[src/rtl/fp_add_sched.sv]
// fp_add_sched: shares one external combinational FP adder among N_REQ
// requesters through a two-stage issue/result pipeline with tagged,
// valid/ready-handshaked responses.
// Build option: define FP_ADD_SCHED_RR_EN for round-robin arbitration;
// leave it undefined for fixed priority (lowest index wins).
module fp_add_sched #(
    parameter int N_REQ = 4,
    parameter int ID_W  = 2
) (
    input  logic                   clk,
    input  logic                   rst,
    input  logic [N_REQ-1:0]       req_valid,
    input  logic [N_REQ-1:0][31:0] req_a,
    input  logic [N_REQ-1:0][31:0] req_b,
    output logic [N_REQ-1:0]       req_ready,
    output logic [31:0]            add_a,
    output logic [31:0]            add_b,
    input  logic [31:0]            add_s,
    output logic                   rsp_valid,
    output logic [ID_W-1:0]        rsp_id,
    output logic [31:0]            rsp_sum,
    input  logic                   rsp_ready
);

    // Stage 1 (issue) and stage 2 (result) registers
    logic            s1_v, s2_v;
    logic [31:0]     s1_a, s1_b, s2_sum;
    logic [ID_W-1:0] s1_id, s2_id;

    logic            s2_load, s1_free;
    logic            any_req, hs;
    logic [ID_W-1:0] gnt_idx;
    logic [N_REQ-1:0] gnt_oh;

`ifdef FP_ADD_SCHED_RR_EN
    logic [ID_W-1:0] rr_ptr;
`endif

    // Pipeline advance: stage 2 takes stage 1 whenever it is empty or draining,
    // and stage 1 is free when empty or moving forward this cycle.
    assign s2_load = s1_v & (~s2_v | rsp_ready);
    assign s1_free = ~s1_v | s2_load;

    assign add_a     = s1_a;
    assign add_b     = s1_b;
    assign rsp_valid = s2_v;
    assign rsp_sum   = s2_sum;
    assign rsp_id    = s2_id;

    // Arbiter: pick one requester index, then gate the one-hot grant by s1_free
    always_comb begin
        gnt_idx = '0;
        any_req = |req_valid;
`ifdef FP_ADD_SCHED_RR_EN
        begin
            logic found;
            int   idx;
            found = 1'b0;
            idx   = 0;
            for (int k = 0; k < N_REQ; k++) begin
                idx = (int'(rr_ptr) + k) % N_REQ;
                if (!found && req_valid[idx]) begin
                    found   = 1'b1;
                    gnt_idx = ID_W'(idx);
                end
            end
        end
`else
        for (int k = N_REQ - 1; k >= 0; k--) begin
            if (req_valid[k]) gnt_idx = ID_W'(k);
        end
`endif
        gnt_oh    = N_REQ'(1) << gnt_idx;
        // Grants are suppressed while reset is held so no transfer is implied
        req_ready = (!rst && s1_free && any_req) ? gnt_oh : '0;
        hs        = |(req_valid & req_ready);
    end

    // Stage 1: accept the granted operands, or drain to empty with data held
    always_ff @(posedge clk) begin
        if (rst) begin
            s1_v  <= 1'b0;
            s1_a  <= '0;
            s1_b  <= '0;
            s1_id <= '0;
        end else if (s1_free) begin
            s1_v <= hs;
            if (hs) begin
                s1_a  <= req_a[gnt_idx];
                s1_b  <= req_b[gnt_idx];
                s1_id <= gnt_idx;
            end
        end
    end

    // Stage 2: capture the adder output with its tag, or drain on consume
    always_ff @(posedge clk) begin
        if (rst) begin
            s2_v   <= 1'b0;
            s2_sum <= '0;
            s2_id  <= '0;
        end else if (s2_load) begin
            s2_v   <= 1'b1;
            s2_sum <= add_s;
            s2_id  <= s1_id;
        end else if (rsp_ready) begin
            s2_v <= 1'b0;
        end
    end

`ifdef FP_ADD_SCHED_RR_EN
    // Round-robin pointer: the index after the last winner gets top priority
    always_ff @(posedge clk) begin
        if (rst) begin
            rr_ptr <= '0;
        end else if (hs) begin
            rr_ptr <= (int'(gnt_idx) == N_REQ - 1) ? '0 : gnt_idx + 1'b1;
        end
    end
`endif

endmodule

[config.mk]
export PLATFORM = sky130hd
export DESIGN_NAME = fp_add_sched
export DESIGN_NICKNAME = d
export VERILOG_FILES = /design/src/rtl/fp_add_sched.sv
export SDC_FILE = /design/constraint.sdc
export NUM_CORES = 1
export LEC_CHECK = 0
export BUFFER_PORTS_ARGS = -buffer_cell sky130_fd_sc_hd__buf_2
export CAP_MARGIN = 0
export CORE_AREA = 3 3 152 154
export CTS_BUF_LIST = sky130_fd_sc_hd__clkbuf_8
export DETAILED_ROUTE_END_ITERATION = 8
export DIE_AREA = 0 0 155 157
export SYNTH_ARGS = -nofsm -noshare
export SYNTH_HDL_FRONTEND = slang
export SYNTH_SLANG_ARGS = --single-unit
[constraint.sdc]
create_clock -name clk -period 1.7 [get_ports clk]
set_clock_uncertainty 0.2 [all_clocks]
set_input_delay 0.34 -clock clk [delete_from_list [all_inputs] [get_ports clk]]
set_output_delay 0.34 -clock clk [all_outputs]
set_load 0.02 [all_outputs]
---- Yosys cells after proc, flatten, opt, wreduce, memory -nomap -nowiden ----
Cells that the tools add are included.
storage, ports and cells
  bits in registers ....................... 102
  input bits .............................. 295
  word-level logic and storage cells ...... 33
operators by class
  magnitude comparators ................... 1
  shift operators ......................... 1
  mux-type cells .......................... 11
  bitwise logic cells ..................... 6
  reductions and logical operators ........ 7
operators by type and width
  kind                 count
  $bmux 32 s2          2
  $mux 32              2
  $mux 2               4
  $reduce_or 4->1      2
  $and 4x4->4          1
  $mux 4               1
  $shl 1x2->4 const A  1
  $lt 2x3->1 const B   1
  $logic_and 1x1->1    2
  $mux 1               2
  $not 1->1            2
  $or 1x1->1           2
  $reduce_and 2->1     1
  $reduce_bool 2->1    1
  $and 1x1->1          1
  $logic_not 1->1      1

---- Longest topological paths before layout ----
Gate-level depths: netlist of the first run.
  word-level depth ........................ 10
  mapped depth ............................ 6

---- Least setup slack after synthesis of the first run ----
Ideal clock, no wire load.
  path kind ............................... reg-to-output
  start point ............................. reg s2_v (netlist: rsp_valid)
  end point ............................... out req_ready[1]
  arrival ................................. 1.457 ns
  data required time ...................... 1.160 ns
  slack ................................... -0.297 ns
  stages on the path, launching flop included .. 6
  buffers on the path ..................... 2
  cells stage by stage .................... dfxtp_1 > nor2b_4 > a221oi_2 > buf_2 > buf_2 > and2_1
between the ends
  word-level cells in the longest chain between the ends .. 7
RTL lines
  item                             RTL line  RTL
  from (decl)                      26        logic s1_v, s2_v;
  from (signal assigned)           99        s2_v <= 1'b0;
  from (signal assigned)           103       s2_v <= 1'b1;
  from (signal assigned)           107       s2_v <= 1'b0;
  $not 1->1                        41        assign s2_load = s1_v & (~s2_v | rsp_ready);
  $or 1x1->1                       41
  $and 1x1->1                      41
  $or 1x1->1                       42        assign s1_free = ~s1_v | s2_load;
  $logic_and 1x1->1 (2 in series)  75        req_ready = (!rst && s1_free && any_req) ? gnt_oh : '0;
  $mux 4                           75
  to (decl)                        15        output logic [N_REQ-1:0] req_ready,
Every way passes these cells.

---- Final worst setup path of the first run ----
  start point ............................. reg s2_v (netlist: rsp_valid)
  end point ............................... out req_ready[2]
Same word-level chain as after synthesis.

==> reports/results.ini, run 1 <==
[power]
peakVddDrop_v = 0.000412
powerDensity_mw_per_mm2 = 699
leakagePower_nw = 4.01

[sta]
worstMarginPinSlew_ps = 758
rsz0062_at_grt = true
setup_violations = 88
max_freq_mhz = 485
timing.final.crit_share_pct = 121
maxSlewViolCount = 0
tns_ps = -21400
hold_violations = 0
layout_setup_ws_ps = -363
slew-limit-headroom_pct = 49.5
period_needed_ps = 2060

[setup_path]
cp-start-kind = flop
worstPathMaxFanout = 4
r2r_cells = 8
endpoint_kind = primary output
crit_arrival_ps = 1520
setup.worst_path.class = flop to primary output
worstPathRequired_ps = 1160

[floorplan]
start_util_pct = 21.0
core_area_mm2 = 0.0218
ioPinCount = 398
fp.dieW_um = 155
num_rows = 54
die_h_um = 157
dieArea_mm2 = 0.0243

[synthesis]
netlist.area_leader.share_pct = 44.5
synth_flop_cell = dfxtp_1
synth_top_family_by_area = compound AO/OA/AOI/OAI gates
seq_area_frac_synth_pct = 44.5
synth_area_leaders = dfxtp_1, a222oi_1, a21oi_1, a211oi_1, nand2_1
synthSimpleGateAreaFrac_pct = 13.2
syn_area_mm2 = 0.00459
yosys.area_share.adder_pct = 0
synthMuxAreaShare_pct = 0
ys_warn_count = 0
ys_types = 20
ys_ff_latch = 102
synth_compound_area_share_pct = 36.3
ys_async_sr_fraction_pct = 0
synth.avg_cell_area_um2 = 8.34
yosysTopAreaCell = dfxtp_1
synthCells = 550
synth_xor_area_share_pct = 0
synth_edf_count = 0
syn_nets = 845

[place]
gp_congestion = 0.798
dpl.hpwl_um = 15800
portBuffers = 397
dpl-instance-area_mm2 = 0.00713
pre_cts_ws_ps = -224

[finish]
multi_input_area_mm2 = 0.00320
fillCellCount = 2154
fin_nets = 1286
drive_gt1_share_pct = 62.7
seqCellArea_mm2 = 0.00205
design_area_mm2 = 0.00909
area_growth_pct = 98.0
n_antenna_cell = 0

[worst_hold_path]
holdCritPathClass = input port to flop
whs_path_depth = 3

[grt]
grt_max_degree = 52
track_usage_pct = 17.1
globalRoute.totalOverflow = 0
grt_pass1_vias = 5958
grt_pass1_wl_um = 32800
antenna_found_initial = 1

[clock_network]
clock-sinks = 102
clockBufferDepth = 2
clockRootBuffer = clkbuf_8
cts_tree = built
cts_max_level = 3
cts_buffers = 9
clk_pin_slew_worst_paths_ps = 120
clkLatencyLatePin_ps = 380

[outcome]
violations = negative setup slack
status = finished, violations left

[job]
drv_cap = 0

[routing]
drt_iter0_drc = 617
wl_per_cell_um = 18.9
dr.pass1.iters = 9
drc = 0
drt_wl_total_um = 24100
num_vias = 6521
ant_nets = 0
viasPerCell = 5.11

-- flip-flops by register name, indices dropped and copies added (netlist names) --
register	count
rsp_id	2
s1_v	1
add_a	32
add_b	32
rsp_valid	1
s1_id	2
rsp_sum	32
-- per-stage QoR --
step / hold slack (ps) / power [mW] / utilization [%] / std cells
after global placement: 239 / 4.22 / 32.7 / 1198
final: 49.7 / 6.36 / 41.6 / 1276
after floorplan: 232 / 3.46 / - / 550
after detailed placement: 244 / 4.23 / 32.7 / 1198
after global routing: 35.7 / 6.67 / 41.6 / 1276
after CTS: 16.9 / 6.22 / 38.3 / 1265
-- cell usage after synthesis, types with 2 or more instances --
library cell,number
dfxtp_1,102
a21oi_1,101
nand2_1,71
nor2_1,69
a211oi_1,64
a222oi_1,64
clkbuf_1,32
buf_2,26
nor2b_1,5
and2_1,3
buf_1,3
nand2b_1,2
-- path summary, 6_finish.rpt --
| check | from | endpoint | slack (ps) |
|---|---|---|---|
| max | rsp_valid$_SDFFE_PP0P_ | req_ready[2] | -360 |
| min | req_b[104] | add_b[8]$_SDFFE_PP0P_ | 50 |
| max reg2reg | rsp_valid$_SDFFE_PP0P_ | add_b[0]$_SDFFE_PP0P_ | -360 |
| min reg2reg | s1_id[1]$_SDFFE_PP0P_ | rsp_id[1]$_SDFFE_PP0P_ | 260 |
-- logic make-up after synthesis --
kind of cell,Yosys count
AOI/OAI and AO/OA,233
and+or+nand+nor,152
DFF,102
buffers and inverters,63
-- worst max-delay path: stages, from the launching register on --
cell and delay, ps:
dfxtp_2 340, nor2b_4 130, buf_4 130, buf_6 120, nand2_4 60, nand2b_4 80
nor2b_4 150, buf_6 130
-- placed cells by master (no fill, tap or decap), types with 3 or more instances in the layout --
cell type,instances
a21oi_2,43
a211oi_1,29
a222oi_1,64
buf_2,392
nand2_1,55
nand2_2,13
buf_16,4
buf_12,20
nor2b_4,5
clkbuf_16,5
dfxtp_1,100
buf_4,19
nand2_4,3
a21oi_1,21
a21oi_4,37
buf_6,17
clkbuf_8,9
nor2_1,67
a211oi_2,35
dlygate4sd3_1,32
-- area by class of cell --
type	count	area share, %
clock inverters	7	0.950
clock buffers	9	1.36
multi-input cells	386	35.2
repair buffers	491	36.1
flip-flops and latches	102	22.5
inverters	1	0.0413
well taps	280	3.85
-- metal layers --
layer / part of all wire, % / vias up / GRT usage [%]
li1: - / 2997 / -
met1: 38 / 3102 / 20.4
met2: 52 / 379 / 30.6
met3: 7.5 / 41 / 3.60
met4: 2.7 / 2 / 5.76
met5: 0.037 / - / 0
-- report_power, final --
part           internal, mW  switching [mW]  leakage, nW
registers              2.56          0.0901        0.843
clock network         0.602            1.05        0.105
logic                 0.969            1.08         3.06
total                  4.13            2.23         4.01
-- timing repair --
action,CTS,global route
endpoints found under the setup margin,61,105
setup buffers,12,8
cloned,9,8
resized for setup,88,127
hold buffers,30,2
endpoints found under the hold margin,30,2
pin swaps,3,63
No activity file was read; power rests on OpenSTA's default activity.
==> inputs of run 2 (changes only) <==
--- a/config.mk
+++ b/config.mk
@@ -12,4 +12,5 @@
 export DETAILED_ROUTE_END_ITERATION = 8
 export DIE_AREA = 0 0 155 157
+export PLACE_DENSITY = 0.54
 export SYNTH_ARGS = -nofsm -noshare
 export SYNTH_HDL_FRONTEND = slang
==> constraint.sdc (replaced) <==
create_clock -name clk -period 1.7 [get_ports clk]
set_clock_uncertainty 0.2 [all_clocks]
set_input_delay 0.34 -clock clk [delete_from_list [all_inputs] [get_ports clk]]
set_output_delay 0.34 -clock clk [all_outputs]
set_load 0.1 [all_outputs]
==> reports/results.ini, run 2 (synthesized netlist as in run 1, its figures left out) <==
[sta]
layout_setup_ws_ps = -482  ; was -363 ps
timing.final.crit_share_pct = 128  ; was 121%
period_needed_ps = 2180  ; was 2060 ps
hold_violations = 0  ; unchanged
slew-limit-headroom_pct = 44.0  ; was 49.5%
tns_ps = -16360  ; was -21400 ps
maxSlewViolCount = 0  ; unchanged
worstMarginPinSlew_ps = 839  ; was 758 ps
rsz0062_at_grt = true  ; unchanged
holdWs_ps = 48.9  ; was 49.7 ps
max_freq_mhz = 458  ; was 485 MHz
setup_violations = 81  ; was 88

[routing]
drt_wl_total_um = 24400  ; was 24100 um
dr.pass1.iters = 9  ; unchanged
viasPerCell = 4.97  ; was 5.11
ant_nets = 0  ; unchanged
drc = 7  ; was 0
drt_iter0_drc = 519  ; was 617
wl_per_cell_um = 18.9  ; about the same
num_vias = 6408  ; was 6521

[clock_network]
cts_buffers = 9  ; unchanged
cts_max_level = 3  ; unchanged
clock-sinks = 102  ; unchanged
clk_pin_slew_worst_paths_ps = 130  ; was 120 ps
clkLatencyLatePin_ps = 380  ; about the same
clockBufferDepth = 2  ; unchanged
clockRootBuffer = clkbuf_8  ; unchanged
cts_tree = built  ; unchanged

[finish]
fin_nets = 1298  ; was 1286
most-common-layout-cells = buf_2, buf_4, dfxtp_1  ; was buf_2, dfxtp_1, nor2_1
drive_gt1_share_pct = 61.1  ; was 62.7%
fin_cells = 1289  ; was 1276
utilization_pct = 43.3  ; was 41.6%
final_common_cell = buf_2  ; unchanged
design_area_mm2 = 0.00944  ; was 0.00909 mm^2
area_growth_pct = 106  ; was 98.0%

[grt]
grt_pass1_wl_um = 34000  ; was 32800 um
globalRoute.totalOverflow = 0  ; unchanged
antenna_found_initial = 2  ; was 1
track_usage_pct = 17.6  ; was 17.1%
busiest_layer = met2  ; unchanged
met3_usage_pct = 3.93  ; was 3.60%
grt_max_degree = 60  ; was 52
grtUsageMet2_pct = 30.4  ; was 30.6%
met1_usage_pct = 22.4  ; was 20.4%
grt_pass1_vias = 6119  ; was 5958

[worst_hold_path]
holdCritPathClass = input port to flop  ; unchanged

[floorplan]
start_util_pct = 21.0  ; unchanged
ioPinCount = 398  ; unchanged
dieArea_mm2 = 0.0243  ; unchanged
num_rows = 54  ; unchanged
fp.dieW_um = 155  ; unchanged
core_area_mm2 = 0.0218  ; unchanged
die_h_um = 157  ; unchanged

[setup_path]
worstPathMaxFanout = 3  ; was 4
worstPathRequired_ps = 1160  ; about the same
cp-start-kind = flop  ; unchanged
setup.worst_path.class = flop to primary output  ; unchanged
path_delay_family = flip-flops  ; was simple AND/OR/NAND/NOR gates
critPathBufInv = 2  ; was 3
critPathMaxStageDelay_ps = 360  ; was 340 ps
crit_path_top_delay_cell = dfxtp_4  ; was dfxtp_2
endpoint_kind = primary output  ; unchanged
path_cells = nor2b_4, a221oi_4, buf_6, and2_4, buf_12  ; was nor2b_4, buf_4, buf_6, nand2_4, nand2b_4, nor2b_4, buf_6
crit_arrival_ps = 1640  ; was 1520 ps

[place]
gp_congestion = 0.785  ; was 0.798
portBuffers = 397  ; unchanged
place_inst = 1204  ; was 1198
dpl-instance-area_mm2 = 0.00729  ; was 0.00713 mm^2
dpl.hpwl_um = 15700  ; was 15800 um

[power]
leakagePower_nw = 4.15  ; was 4.01 nW
peakVddDrop_v = 0.000496  ; was 0.000412 V
powerDensity_mw_per_mm2 = 820  ; was 699 mW/mm^2

[job]
drv_cap = 0  ; unchanged

[outcome]
status = finished, violations left  ; unchanged
violations = design-rule violations, negative setup slack  ; was negative setup slack

## run 2: cell types whose count changed in the layout (fill, tap and decap cells not counted), moves of 6 or more
cell / before / now
a21oi_4: 37 / 27
nand2_2: 13 / 6
buf_4: 19 / 128
a211oi_1: 29 / 37
a211oi_2: 35 / 27
a21oi_1: 21 / 27
nand2_1: 55 / 61
buf_2: 392 / 294
## run 2: what timing repair did
action / 4_1_cts / 5_1_grt
gates cloned: 11 / 9
setup buffers: 12 / 9
resized for setup: 160 / 115
hold endpoints to repair: 31 / 1
hold buffers: 31 / 1
pin swaps: 8 / 33
endpoints found under the setup margin: 168 / 106
## run 2: final cells by class
type / instances / area (um^2)
multi-input cells: 386 / 3070
inverters: 1 / 3.75
flip-flops and latches: 102 / 2050
diodes: 1 / 2.50
fillers: 2138 / 12400
well taps: 280 / 350
clock buffers: 9 / 124
clock inverters: 7 / 129
repair buffers: 503 / 3720
## run 2: final timing paths
path                                 from                 endpoint  slack (ps)  cells past startpoint
setup reg to reg   rsp_valid$_SDFFE_PP0P_   add_a[29]$_SDFFE_PP0P_        -340                      7
hold / removal                 req_a[119]   add_a[23]$_SDFFE_PP0P_          50                      3
hold reg to reg   rsp_sum[1]$_SDFFE_PP0P_  rsp_sum[1]$_SDFFE_PP0P_         260                      2
setup / recovery   rsp_valid$_SDFFE_PP0P_             req_ready[1]        -480                      5
## run 2: through the flow
step / power [mW] / setup slack [ps]
finish: 7.74 / -482
global route: 8.09 / -598
CTS: 7.62 / -551
detailed placement: 5.28 / -260
global placement: 5.27 / -244
floorplan: 4.50 / -371
## run 2: routing by layer
metal,wire length (um),share of wire (%),vias up
li1,-,-,3018
met2,12400,51,293
met4,370,1.5,2
met1,9980,41,3065
met3,1620,6.6,30
met5,13,0.053,-
## run 2: report_power, final
part	internal, mW	switching (mW)	total, mW
Clock	0.883	1.02	1.90
Combinational	1.11	2.08	3.19
Sequential	2.56	0.0941	2.65
Total	4.55	3.19	7.74
## run 2: worst min-delay path: stages
cell and delay, ps:
buf_2 100, a21oi_2 100, a211oi_1 60
